[config.mk]
export PLATFORM = sky130hd
export DESIGN_NAME = fc_mac_engine_flat
export DESIGN_NICKNAME = d
export VERILOG_FILES = /design/src/rtl/fc_mac_engine_if.sv /design/src/rtl/fc_mac_engine.sv /design/src/flat_wrapper.sv
export SDC_FILE = /design/constraint.sdc
export NUM_CORES = 1
export LEC_CHECK = 0
export BUFFER_PORTS_ARGS = -buffer_cell sky130_fd_sc_hd__buf_2
export CORE_AREA = 4 4 192 194
export CTS_CLUSTER_SIZE = 40
export DETAILED_ROUTE_END_ITERATION = 7
export DIE_AREA = 0 0 196 198
export GPL_ROUTABILITY_DRIVEN = 1
export HOLD_SLACK_MARGIN = 0.03
export PLACE_DENSITY = 0.85
export SLEW_MARGIN = 10
export SYNTH_ARGS = -nofsm -noshare
export SYNTH_HDL_FRONTEND = slang
export SYNTH_SLANG_ARGS = --single-unit
[constraint.sdc]
create_clock -name clk -period 67 [get_ports clk]
set_clock_uncertainty 0.2 [all_clocks]
set_input_delay 13.4 -clock clk [delete_from_list [all_inputs] [get_ports clk]]
set_output_delay 13.4 -clock clk [all_outputs]
set_load 0.05 [all_outputs]
[src/rtl/fc_mac_engine_if.sv]
// Bundles the fc_mac_engine vector input handshake and score output stream.
// The master side is the producer/consumer; the slave side is the engine.
interface fc_mac_engine_if #(
  parameter int unsigned IN_VEC  = 48,
  parameter int unsigned IN_BW   = 8,
  parameter int unsigned OUT_NUM = 10,
  parameter int unsigned ACC_BW  = 24
) ();

  localparam int unsigned IDX_W = (OUT_NUM > 1) ? $clog2(OUT_NUM) : 1;

  logic                     i_in_valid;
  logic                     o_in_ready;
  logic [IN_VEC*IN_BW-1:0]  i_in_vec;
  logic                     o_ot_valid;
  logic [ACC_BW-1:0]        o_ot_data;
  logic [IDX_W-1:0]         o_ot_idx;
  logic                     o_ot_last;
  logic                     o_busy;

  modport master (
    output i_in_valid, i_in_vec,
    input  o_in_ready, o_ot_valid, o_ot_data, o_ot_idx, o_ot_last, o_busy
  );

  modport slave (
    input  i_in_valid, i_in_vec,
    output o_in_ready, o_ot_valid, o_ot_data, o_ot_idx, o_ot_last, o_busy
  );

endinterface

[src/rtl/fc_mac_engine.sv]
// Fully-connected classifier stage: serial MAC of one pooled feature vector
// against a fixed weight/bias ROM, one signed score streamed per neuron.
// ROM images are supplied as packed elaboration-time parameters:
//   W_INIT entry a = n*IN_VEC + k at bits [a*W_BW +: W_BW]
//   B_INIT entry n at bits [n*B_BW +: B_BW]
// Optional feature: define FC_RELU_EN to clamp negative scores to zero.
module fc_mac_engine #(
  parameter int unsigned IN_VEC  = 48,
  parameter int unsigned OUT_NUM = 10,
  parameter int unsigned IN_BW   = 8,
  parameter int unsigned W_BW    = 8,
  parameter int unsigned B_BW    = 16,
  parameter int unsigned ACC_BW  = 24,
  parameter logic [OUT_NUM*IN_VEC*W_BW-1:0] W_INIT = {(OUT_NUM*IN_VEC){W_BW'(1)}},
  parameter logic [OUT_NUM*B_BW-1:0]        B_INIT = '0
) (
  input logic            clk,
  input logic            reset,
  fc_mac_engine_if.slave bus
);

  localparam int unsigned IDX_W = (OUT_NUM > 1) ? $clog2(OUT_NUM) : 1;
  localparam int unsigned K_W   = (IN_VEC > 1) ? $clog2(IN_VEC) : 1;
  localparam int unsigned P_W   = IN_BW + W_BW;
  localparam int unsigned WA_W  = $clog2(OUT_NUM * IN_VEC);

  typedef enum logic [1:0] {
    S_IDLE = 2'd0,
    S_MAC  = 2'd1,
    S_BIAS = 2'd2
  } state_t;

  state_t                    state_q, state_d;
  logic [IDX_W-1:0]          n_q, n_d;
  logic [K_W-1:0]            k_q, k_d;
  logic signed [ACC_BW-1:0]  acc_q, acc_d;
  logic signed [IN_BW-1:0]   x_q [IN_VEC];

  logic                      ready_q, ready_d;
  logic                      busy_q, busy_d;
  logic                      ot_valid_q, ot_valid_d;
  logic [ACC_BW-1:0]         ot_data_q, ot_data_d;
  logic [IDX_W-1:0]          ot_idx_q, ot_idx_d;
  logic                      ot_last_q, ot_last_d;

  logic                      accept;
  logic [WA_W-1:0]           w_addr;
  logic signed [W_BW-1:0]    w_cur;
  logic signed [B_BW-1:0]    b_cur;
  logic signed [P_W-1:0]     prod;
  logic signed [ACC_BW-1:0]  sum;
  logic                      last_n;

  // ROM lookup and arithmetic for the current neuron/feature
  always_comb begin : datapath
    w_addr = WA_W'(n_q) * WA_W'(IN_VEC) + WA_W'(k_q);
    w_cur  = W_INIT[w_addr*W_BW +: W_BW];
    b_cur  = B_INIT[n_q*B_BW +: B_BW];
    prod   = P_W'(x_q[k_q]) * P_W'(w_cur);
    sum    = acc_q + ACC_BW'(b_cur);
    last_n = (n_q == IDX_W'(OUT_NUM - 1));
  end

  // Next-state and next-output logic
  always_comb begin : next_logic
    state_d    = state_q;
    n_d        = n_q;
    k_d        = k_q;
    acc_d      = acc_q;
    ready_d    = 1'b0;
    ot_valid_d = 1'b0;
    ot_data_d  = ot_data_q;
    ot_idx_d   = ot_idx_q;
    ot_last_d  = ot_last_q;
    accept     = 1'b0;

    unique case (state_q)
      S_IDLE: begin
        ready_d = 1'b1;
        if (bus.i_in_valid && ready_q) begin
          accept  = 1'b1;
          ready_d = 1'b0;
          acc_d   = '0;
          n_d     = '0;
          k_d     = '0;
          state_d = S_MAC;
        end
      end
      S_MAC: begin
        acc_d = acc_q + ACC_BW'(prod);
        if (k_q == K_W'(IN_VEC - 1)) begin
          k_d     = '0;
          state_d = S_BIAS;
        end else begin
          k_d = k_q + K_W'(1);
        end
      end
      S_BIAS: begin
        ot_valid_d = 1'b1;
`ifdef FC_RELU_EN
        ot_data_d  = sum[ACC_BW-1] ? '0 : sum;
`else
        ot_data_d  = sum;
`endif
        ot_idx_d   = n_q;
        ot_last_d  = last_n;
        acc_d      = '0;
        k_d        = '0;
        if (last_n) begin
          state_d = S_IDLE;
        end else begin
          n_d     = n_q + IDX_W'(1);
          state_d = S_MAC;
        end
      end
      default: begin
        state_d = S_IDLE;
      end
    endcase

    busy_d = (state_d != S_IDLE);
  end

  // State, counters, accumulator and registered outputs
  always_ff @(posedge clk) begin
    if (reset) begin
      state_q    <= S_IDLE;
      n_q        <= '0;
      k_q        <= '0;
      acc_q      <= '0;
      ready_q    <= 1'b1;
      busy_q     <= 1'b0;
      ot_valid_q <= 1'b0;
      ot_data_q  <= '0;
      ot_idx_q   <= '0;
      ot_last_q  <= 1'b0;
    end else begin
      state_q    <= state_d;
      n_q        <= n_d;
      k_q        <= k_d;
      acc_q      <= acc_d;
      ready_q    <= ready_d;
      busy_q     <= busy_d;
      ot_valid_q <= ot_valid_d;
      ot_data_q  <= ot_data_d;
      ot_idx_q   <= ot_idx_d;
      ot_last_q  <= ot_last_d;
    end
  end

  // Feature vector capture on accept; held for the whole computation
  always_ff @(posedge clk) begin
    if (accept && !reset) begin
      for (int k = 0; k < IN_VEC; k++) begin
        x_q[k] <= bus.i_in_vec[k*IN_BW +: IN_BW];
      end
    end
  end

  assign bus.o_in_ready = ready_q;
  assign bus.o_busy     = busy_q;
  assign bus.o_ot_valid = ot_valid_q;
  assign bus.o_ot_data  = ot_data_q;
  assign bus.o_ot_idx   = ot_idx_q;
  assign bus.o_ot_last  = ot_last_q;

endmodule

[src/flat_wrapper.sv]
// flat-port wrapper written by rule: the top's interface ports become plain ports
module fc_mac_engine_flat 
#(
  parameter int unsigned IN_VEC  = 48,
  parameter int unsigned OUT_NUM = 10,
  parameter int unsigned IN_BW   = 8,
  parameter int unsigned W_BW    = 8,
  parameter int unsigned B_BW    = 16,
  parameter int unsigned ACC_BW  = 24,
  parameter logic [OUT_NUM*IN_VEC*W_BW-1:0] W_INIT = {(OUT_NUM*IN_VEC){W_BW'(1)}},
  parameter logic [OUT_NUM*B_BW-1:0]        B_INIT = '0
)
  (clk, reset, bus_i_in_valid, bus_i_in_vec, bus_o_in_ready, bus_o_ot_valid, bus_o_ot_data, bus_o_ot_idx, bus_o_ot_last, bus_o_busy);
  fc_mac_engine_if #(.IN_VEC(IN_VEC), .IN_BW(IN_BW), .OUT_NUM(OUT_NUM), .ACC_BW(ACC_BW)) bus_i ();
  input logic clk;
  input logic reset;
  input wire logic [$bits(bus_i.i_in_valid)-1:0] bus_i_in_valid;
  input wire logic [$bits(bus_i.i_in_vec)-1:0] bus_i_in_vec;
  output wire logic [$bits(bus_i.o_in_ready)-1:0] bus_o_in_ready;
  output wire logic [$bits(bus_i.o_ot_valid)-1:0] bus_o_ot_valid;
  output wire logic [$bits(bus_i.o_ot_data)-1:0] bus_o_ot_data;
  output wire logic [$bits(bus_i.o_ot_idx)-1:0] bus_o_ot_idx;
  output wire logic [$bits(bus_i.o_ot_last)-1:0] bus_o_ot_last;
  output wire logic [$bits(bus_i.o_busy)-1:0] bus_o_busy;
  assign bus_i.i_in_valid = bus_i_in_valid;
  assign bus_i.i_in_vec = bus_i_in_vec;
  assign bus_o_in_ready = bus_i.o_in_ready;
  assign bus_o_ot_valid = bus_i.o_ot_valid;
  assign bus_o_ot_data = bus_i.o_ot_data;
  assign bus_o_ot_idx = bus_i.o_ot_idx;
  assign bus_o_ot_last = bus_i.o_ot_last;
  assign bus_o_busy = bus_i.o_busy;
  fc_mac_engine #(.IN_VEC(IN_VEC), .OUT_NUM(OUT_NUM), .IN_BW(IN_BW), .W_BW(W_BW), .B_BW(B_BW), .ACC_BW(ACC_BW), .W_INIT(W_INIT), .B_INIT(B_INIT)) u_core (.clk(clk), .reset(reset), .bus(bus_i));
endmodule
==> results of run 1 <==
## cells in the mapped netlist, drive strengths merged (5+ instances only)
master  number  area (um^2)
dfxtp       74         1480
mux2i       11          110
clkbuf      28          105
a21oi       57          285
mux4       116         2610
o21ai       28          140
nor2        38          143
nand2       91          342
nand3        7         35.0
nor3        11         55.1
a211oi       5         37.5
ha         105         1310
a22o        10         87.6
buf         21          136
xnor2        9         78.8
inv          9         33.8
xor2        10         87.6
edfxtp     384        11500
## logic make-up (layout without fill, tap and decap cells)
kind of cell	after synthesis	after routing	synth area share, %
buf+inv	59	526	1.45
other cells	0	22	0
mux	129	129	14.3
fa+ha+maj	109	109	7.25
compound gates	129	129	4.22
simple gates	177	177	4.07
flops	458	458	67.7
xor+xnor	20	20	0.983
## layout by cell type (no fill, tap or decap), types with 4 or more instances in the layout
cell and instances:
mux2i_1 11, bufinv_16 7, edfxtp_1 384, clkinv_2 9, nor3_1 11, inv_1 9, buf_2 418, nand2_1 91
xnor2_1 9, nand3_1 7, nor2_1 38, a22o_1 10, a211oi_1 5, fa_1 4, clkbuf_16 47, nand2b_1 4
and2_1 4, buf_4 9, xor2_1 10, a21oi_1 57, clkbuf_1 8, diode_2 22, o21ai_0 8, o21ai_1 20
mux4_2 116, dfxtp_1 70, ha_1 105, clkinv_1 10
## through the flow
stage | cell area (um^2) | hold slack (ns)
finish | 23400 | 0.251
global route | 23400 | 0.275
CTS | 23300 | 0.251
detailed placement | 21700 | 0.243
global placement | 21700 | 0.243
floorplan | 19200 | 0.243
## power groups by stage
stage	Clock, W	Sequential [W]	Combinational (W)
after CTS	0.000272	0.000329	0.0000652
after floorplan	0	0.000347	0.0000426
after global routing	0.000286	0.000330	0.0000720
final	0.000268	0.000329	0.0000645
after detailed placement	0	0.000335	0.0000645
after global placement	0	0.000334	0.0000622
## per-layer routing
layer  global-route usage (%)  vias up  share of wire, %
met4                     11.2       22               4.0
met2                     43.8      583                52
met5                        0        -              0.29
met1                     29.4     5686                35
met3                     6.67      128               8.3
li1                         -     5202                 -
## worst reg2reg max path, stage by stage, from the launching register on
cell and delay (ns):
dfxtp_4 0.69, buf_4 0.79, mux4_2 0.51, mux4_2 0.55, mux2i_1 0.23, nor2_1 0.07, a21oi_1 0.15, nor2_1 0.06
ha_1 0.30, ha_1 0.30, ha_1 0.30, ha_1 0.31, ha_1 0.32, a211oi_1 0.39, o21ai_1 0.14, a31o_2 0.29
a211oi_1 0.44, o21ai_0 0.24, o221ai_1 0.24, xnor3_1 0.25, o21ai_1 0.12
## flip-flops by register name, indices dropped and copies added (netlist names), named ones only
register,cells
u_core.acc_q,24
u_core.bus.o_busy,1
u_core.bus.o_in_ready,1
u_core.bus.o_ot_data,24
u_core.bus.o_ot_idx,4
u_core.bus.o_ot_last,1
u_core.bus.o_ot_valid,1
u_core.k_q,6
u_core.n_q,4
u_core.state_q,2
u_core.x_q,384
## path summary, 6_finish.rpt
check	end	slack (ns)	cells after the start
hold / removal	u_core.bus.o_ot_data[19]	0.25	2
setup / recovery	u_core.x_q[8][7]	50.80	4
setup reg to reg	u_core.acc_q[23]	60.05	20
hold reg to reg	u_core.bus.o_ot_data[19]	0.25	2
## layout make-up
cell class / instances / area share, %
flip-flops and latches: 458 / 55.7
multi-input cells: 564 / 25.4
repair buffers: 429 / 9.36
clock buffers: 56 / 5.19
well taps: 461 / 2.46
clock inverters: 31 / 1.58
diodes: 22 / 0.235
inverters: 10 / 0.160
==> impl_metrics.tcl, run 1 <==
set metrics [dict create \
    clock_latency_ns 0.59 \
    syn_inst 1081 \
    grt_first_pass_wirelength_mm 72.8 \
    path_cells "buf_2 -> nor4_2 -> buf_4 -> buf_12" \
    grt_max_degree 231 \
    crit_start "reset" \
    initial_utilization_pct 54.5 \
    drt_iter0_drc 859 \
    viasPerCell 5.72 \
    io_pins 419 \
    max_stage_delay_ns 0.83 \
    clkSlewWorstSetupHoldPaths_ns 0.06 \
    p_sw_w 0.000149 \
    cts_root_buffer "clkbuf_16" \
    min_from "u_core.bus.o_ot_data[19]" \
    multi_input_area_um2 5930 \
    numCtsBuffers 47 \
    synth_top_flop_cell "edfxtp_1" \
    finalPower_w 0.000661 \
    p_leak_nw 8.86 \
    via_count 11621 \
    clockBufferDepth 3 \
    max_slew_margin_pct 10.0 \
    maxSlewViolCount 0 \
    dp_cells 1921 \
    cts_resized 0 \
    min_path_type "reg2reg" \
    drt_wl_total_mm 49.4 \
    place_ws_ns 50.37 \
    seq_area_frac_synth_pct 67.7 \
    drc 0 \
    clock.fmax_ghz 0.0617 \
    gr-usage-all-layers_pct 25.1 \
    comb_power_share_pct 9.7 \
    outcome "finished, final reports clean" \
    worst_pin_slew_ns 1.35 \
    fin_cells 2031 \
    startpoint_type "input pin" \
    post-cts-setup-buffers 0 \
    p_sw_share_pct 22.5 \
    die_x_um 196 \
    gp_congestion 0.795 \
    portBuffers 418 \
    regArea_um2 13000 \
    cap_violations 0 \
    ys_seq_elements 458 \
    fin_crit_sh_pct 24.2 \
    yosysWarnings 0 \
    crit_type "in2reg" \
    clock-sinks 458 \
    first_pass_iters 6 \
    coreArea_um2 35200 \
    fin_nets 2006 \
    fin_crit_ns 16.20 \
    path_delay_family "buffers and inverters" \
    areaGrowthSynthToFinish_pct 21.8 \
    cp.arrival_ns 16.16 \
    p_int_w 0.000513 \
    cp.required_ns 66.96 \
    syn_nets 1577 \
    synth_area_um2 19200 \
    finalCoreUtilization_pct 66.4 \
    wl_per_cell_um 24.3 \
    grt_pass1_vias 12392 \
    drive_above_1_share_pct 40.4 \
    fp.dieH_um 198 \
    synth.avg_cell_area_um2 17.8 \
    setup_viol_count_final 0 \
    fillCellCount 2361 \
    synth_cell_types 62 \
    antenna_found_initial 32 \
    fin_setup_tns_ns 0 \
    antenna_left 0 \
    ir_worst_vdd_uv 23.9 \
    hold_violations 0 \
    crit_path_top_delay_cell "buf_4" \
    clkPwrFrac_pct 40.5 \
    cts_tree "done" \
    async_reset_ff_share_pct 0 \
    cp-end-kind "register" \
    synth-edff-count 384 \
    setup_ws_ns 50.80 \
    die_area_um2 38800 \
    postCtsHoldBufs 0 \
    rsz0062_at_grt "false" \
    crit_fanout 230 \
    pwr-share-seq_pct 49.8 \
    place_hpwl_mm 34.5 \
    power_density_nw_per_um2 28.3 \
    htree_levels 2 \
    worst-path-buf-inv 3 \
    overflow 0 \
    row_count 69 \
]
No activity file was read; power rests on OpenSTA's default activity.
==> inputs of run 2 (changes only) <==
- clock period: 67 -> 15.9 ns (I/O delays scaled with it)
==> impl_metrics.tcl, run 2 (synthesis results as in run 1) <==
set metrics [dict create \
    outcome "finished, final reports clean" \
    clkSlewWorstSetupHoldPaths_ns 0.06 \
    setup_viol_count_final 0 \
    place_hpwl_mm 35.4 \
    reg2reg_slack_ns 8.85 \
    grt_first_pass_wirelength_mm 74.8 \
    min_delay_path_depth 2 \
    maxSlewViolCount 0 \
    crit_type "reg2reg" \
    ir_worst_vdd_uv 115 \
    hold_end "u_core.bus.o_ot_data[14]" \
    cts_resized 0 \
    coreArea_um2 35200 \
    cpMostUsedCell "ha_1" \
    drive_above_1_share_pct 40.0 \
    drt_wl_total_mm 51.0 \
    first_pass_iters 5 \
    via_count 11818 \
    path_delay_family "compound AO/OA/AOI/OAI gates" \
    antenna_left 0 \
    fin_crit_ns 7.05 \
    largest_register_ffs 384 \
    clock.fmax_ghz 0.142 \
    fin_nets 2008 \
    m1WireLength_mm 18.1 \
    overflow 0 \
    numCtsBuffers 46 \
    wl_met3_mm 3.94 \
    cts_root_buffer "clkbuf_16" \
    gp_congestion 0.884 \
    drt_iter0_drc 965 \
    postCtsHoldBufs 0 \
    cp.arrival_ns 7.33 \
    clock_latency_ns 0.60 \
    hold_violations 0 \
    top_layer_used "met5" \
    min_path_type "reg2reg" \
    grt_pass1_vias 12550 \
    drc 0 \
    max_stage_delay_ns 0.76 \
    gr-usage-all-layers_pct 25.9 \
    r2r_cells 20 \
    areaGrowthSynthToFinish_pct 21.3 \
    wl_per_cell_um 25.2 \
    p_leak_nw 8.81 \
    crit_path_top_delay_cell "buf_4" \
    crit_fanout 43 \
    regMostFlops "u_core.x_q" \
    die_x_um 196 \
    antenna_found_initial 24 \
    worst_pin_slew_ns 1.22 \
    wl_met2_mm 26.8 \
    io_pins 419 \
    startpoint_type "register" \
    die_area_um2 38800 \
    cp-end-kind "register" \
    hold_ws_ns 0.250 \
    fp.dieH_um 198 \
    grt_max_degree 215 \
    reg2reg_to "u_core.acc_q[23]" \
    layout_commonest_cell "buf_2" \
    viasPerCell 5.83 \
    final_cell_mix "418 x buf_2, 384 x edfxtp_1, 116 x mux4_2" \
    min_from "u_core.bus.o_ot_data[14]" \
    rsz0062_at_grt "false" \
    cp.required_ns 16.18 \
    cts_tree "done" \
    initial_utilization_pct 54.5 \
    worst-path-buf-inv 1 \
    finalPower_w 0.00274 \
    htree_levels 2 \
    row_count 69 \
    path_cells "buf_4 -> mux4_2 -> mux4_2 -> mux2i_1 -> nor2_1 -> a21oi_1 -> nor2_1 -> ha_1 -> ha_1 -> ha_1 -> ha_1 -> ha_1 -> a211oi_1 -> o21ai_1 -> a31o_2 -> a211oi_1 -> o21ai_0 -> o221ai_1 -> xnor3_1 -> o21ai_1" \
    portBuffers 418 \
    clockBufferDepth 3 \
    power_density_nw_per_um2 117 \
    cap_violations 0 \
    fin_crit_sh_pct 44.3 \
    max_slew_margin_pct 18.7 \
    clock-sinks 458 \
    post-cts-setup-buffers 0 \
]
==> run 2: area by class of cell <==
type	count	area [um^2]
clock buffers	52	1170
repair buffers	432	2210
multi-input cells	564	5940
inverters	10	37.5
flip-flops and latches	458	13000
clock inverters	30	305
fillers	2374	11900
well taps	461	577
diodes	19	47.5
==> run 2: metrics by stage <==
stage	utilization, %	instance area (um^2)	std cells	setup TNS, ns	worst slack (ns)
2_1_floorplan	-	19200	1081	-141.08	-0.367
3_5_place_dp	61.8	21800	1925	0	8.94
4_1_cts	66.0	23300	2007	0	8.81
3_3_place_gp	61.8	21800	1925	0	9.06
6_report	66.2	23300	2026	0	8.85
5_1_grt	66.2	23300	2022	0	8.36
==> run 2: worst max-delay path by stage <==
stage,startpoint,cells after the start,to,slack (ns)
floorplan,reset,3,u_core.x_q[0][0],-0.37
global placement,register,20,u_core.acc_q[23],9.06
detailed placement,register,20,u_core.acc_q[23],8.94
CTS,register,20,u_core.acc_q[23],8.81
global route,register,20,u_core.acc_q[23],8.36
finish,register,20,u_core.acc_q[23],8.85
==> run 2: worst reg2reg max path: cells and delay by family, from the launching register on <==
family	cells	cell delay, ns
compound gates	8	2.06
xor+xnor	1	0.24
fa+ha+maj	5	1.55
mux	3	1.37
simple gates	2	0.12
flops	1	0.68
buf+inv	1	0.76
==> run 2: metal layers <==
| layer | GRT usage [%] | vias to the layer above |
|---|---|---|
| met1 | 29.9 | 5869 |
| li1 | - | 5211 |
| met5 | 0 | - |
| met3 | 6.48 | 117 |
| met4 | 12.1 | 14 |
| met2 | 45.7 | 607 |
==> run 2: power breakdown <==
group	internal (W)	switching, W	total, W	leakage (nW)
Combinational	0.000134	0.000142	0.000276	3.96
Clock	0.000613	0.000457	0.00107	0.713
Sequential	0.00136	0.0000272	0.00139	4.14
Total	0.00211	0.000627	0.00274	8.81
==> inputs of run 3 (changes only) <==
- CORE_AREA: 4 4 192 194 -> 4 4 204 206
- DIE_AREA: 0 0 196 198 -> 0 0 208 210
- PLACE_DENSITY: 0.85 -> 0.8
- clock period: 15.9 -> 6.1 ns (I/O delays scaled with it)
==> impl_metrics.tcl, run 3 (synthesis results as in run 1) <==
set metrics [dict create \
    via_count 11479 \
    fin_crit_sh_pct 96.1 \
    min_path_type "reg2reg" \
    fin_nets 2032 \
    fin_crit_ns 5.86 \
    antenna_found_initial 13 \
    fp.dieH_um 210 \
    placed_area_um2 22100 \
    dp_cells 2010 \
    die_x_um 208 \
    cap_violations 0 \
    grt_first_pass_wirelength_mm 72.0 \
    clkSlewWorstSetupHoldPaths_ns 0.06 \
    gp_congestion 0.858 \
    drt_wl_total_mm 47.6 \
    drc 0 \
    regMostFlops "u_core.x_q" \
    final_cell_mix "418 x buf_2, 384 x edfxtp_1, 116 x mux4_2" \
    portBuffers 418 \
    first_pass_iters 5 \
    clock-sinks 458 \
    grt_pass1_vias 12388 \
    wl_per_cell_um 22.6 \
    antenna_left 0 \
    coreArea_um2 39600 \
    cp.arrival_ns 6.11 \
    grt_max_degree 187 \
    gr-usage-all-layers_pct 21.5 \
    maxSlewViolCount 0 \
    crit_type "reg2reg" \
    max_slew_margin_pct 23.9 \
    row_count 73 \
    fin_cells 2106 \
    areaGrowthSynthToFinish_pct 23.2 \
    drive_above_1_share_pct 42.1 \
    viasPerCell 5.45 \
    postCtsHoldBufs 0 \
    cts_tree "done" \
    die_area_um2 43700 \
    clock_latency_ns 0.59 \
    htree_levels 2 \
    ir_worst_vdd_uv 236 \
    hold_ws_ns 0.250 \
    finish.instance_area_um2 23700 \
    cp.required_ns 6.34 \
    place_hpwl_mm 35.0 \
    drt_iter0_drc 816 \
    worst_pin_slew_ns 1.14 \
    cp-end-kind "register" \
    numCtsBuffers 47 \
    largest_register_ffs 384 \
    clock.fmax_ghz 0.171 \
    io_pins 419 \
    startpoint_type "register" \
    hold_violations 0 \
    clockBufferDepth 3 \
    outcome "finished, final reports clean" \
    overflow 0 \
    cts_root_buffer "clkbuf_16" \
    power_density_nw_per_um2 298 \
    finalCoreUtilization_pct 59.7 \
    initial_utilization_pct 48.5 \
    p_leak_nw 8.95 \
    setup_viol_count_final 0 \
    layout_commonest_cell "buf_2" \
    crit_fanout 6 \
]
-- run 3: per-layer routing --
metal	track usage [%]	vias up	part of all wire, %
li1	-	5256	-
met1	25.9	5685	37
met2	38.9	457	53
met3	5.45	73	7.2
met4	5.50	8	2.0
met5	0	-	0.10
-- run 3: where the power goes --
part | internal (W) | switching [W]
Sequential | 0.00355 | 0.0000575
Combinational | 0.000365 | 0.000375
Clock | 0.00151 | 0.00119
-- run 3: final timing paths --
check	from	slack [ns]	endpoint	cells past startpoint
worst max-delay path	u_core.n_q[1]	0.24	u_core.acc_q[21]	24
worst min-delay path	u_core.bus.o_ot_data[17]	0.25	u_core.bus.o_ot_data[17]	2
worst min register to register	u_core.bus.o_ot_data[17]	0.25	u_core.bus.o_ot_data[17]	2
worst max register to register	u_core.n_q[1]	0.24	u_core.acc_q[21]	24
-- run 3: final cells by class --
cell class                      count  area [um^2]
Clock inverter                     25          190
Timing Repair Buffer              455         2460
Tap cell                          525          657
Fill cell                        2945        16000
Inverter                           10         37.5
Sequential cell                   458        13000
Multi-Input combinational cell    564         6010
Antenna cell                        7         17.5
Clock buffer                       62         1260
-- run 3: repair_timing --
action | 4_1_cts | 5_1_grt
pin swaps | 1 | 10
endpoints found under the hold margin | 0 | 0
buffers inserted | 2 | 0
gates cloned | 0 | 0
resized for setup | 2 | 18
setup endpoints to repair | 5 | 10
-- run 3: through the flow --
| step | total power, W | setup slack (ns) | TNS [ns] |
|---|---|---|---|
| 2_1_floorplan | 0.00417 | -8.21 | -3151.64 |
| 3_5_place_dp | 0.00441 | -0.162 | -0.390 |
| 3_3_place_gp | 0.00438 | 0.0508 | 0 |
| 4_1_cts | 0.00712 | 0.0527 | 0 |
| 5_1_grt | 0.00735 | -0.0362 | -0.0362 |
| 6_report | 0.00706 | 0.237 | 0 |
-- run 3: worst max-delay path, cell delays in order, from the launching register on --
cell	delay [ns]
dfxtp_4	0.39
inv_1	0.05
ha_1	0.28
inv_1	0.07
ha_1	0.27
a31o_1	0.24
nand2_2	0.08
mux2_1	0.33
o41ai_2	0.30
o2111a_2	0.29
nor2_1	0.06
ha_1	0.29
ha_1	0.31
ha_1	0.31
ha_1	0.33
ha_1	0.34
a211oi_2	0.25
o21ai_1	0.11
a31o_2	0.28
a211oi_2	0.22
buf_4	0.16
o211ai_1	0.13
a21oi_1	0.19
xor2_1	0.16
o21ai_1	0.07
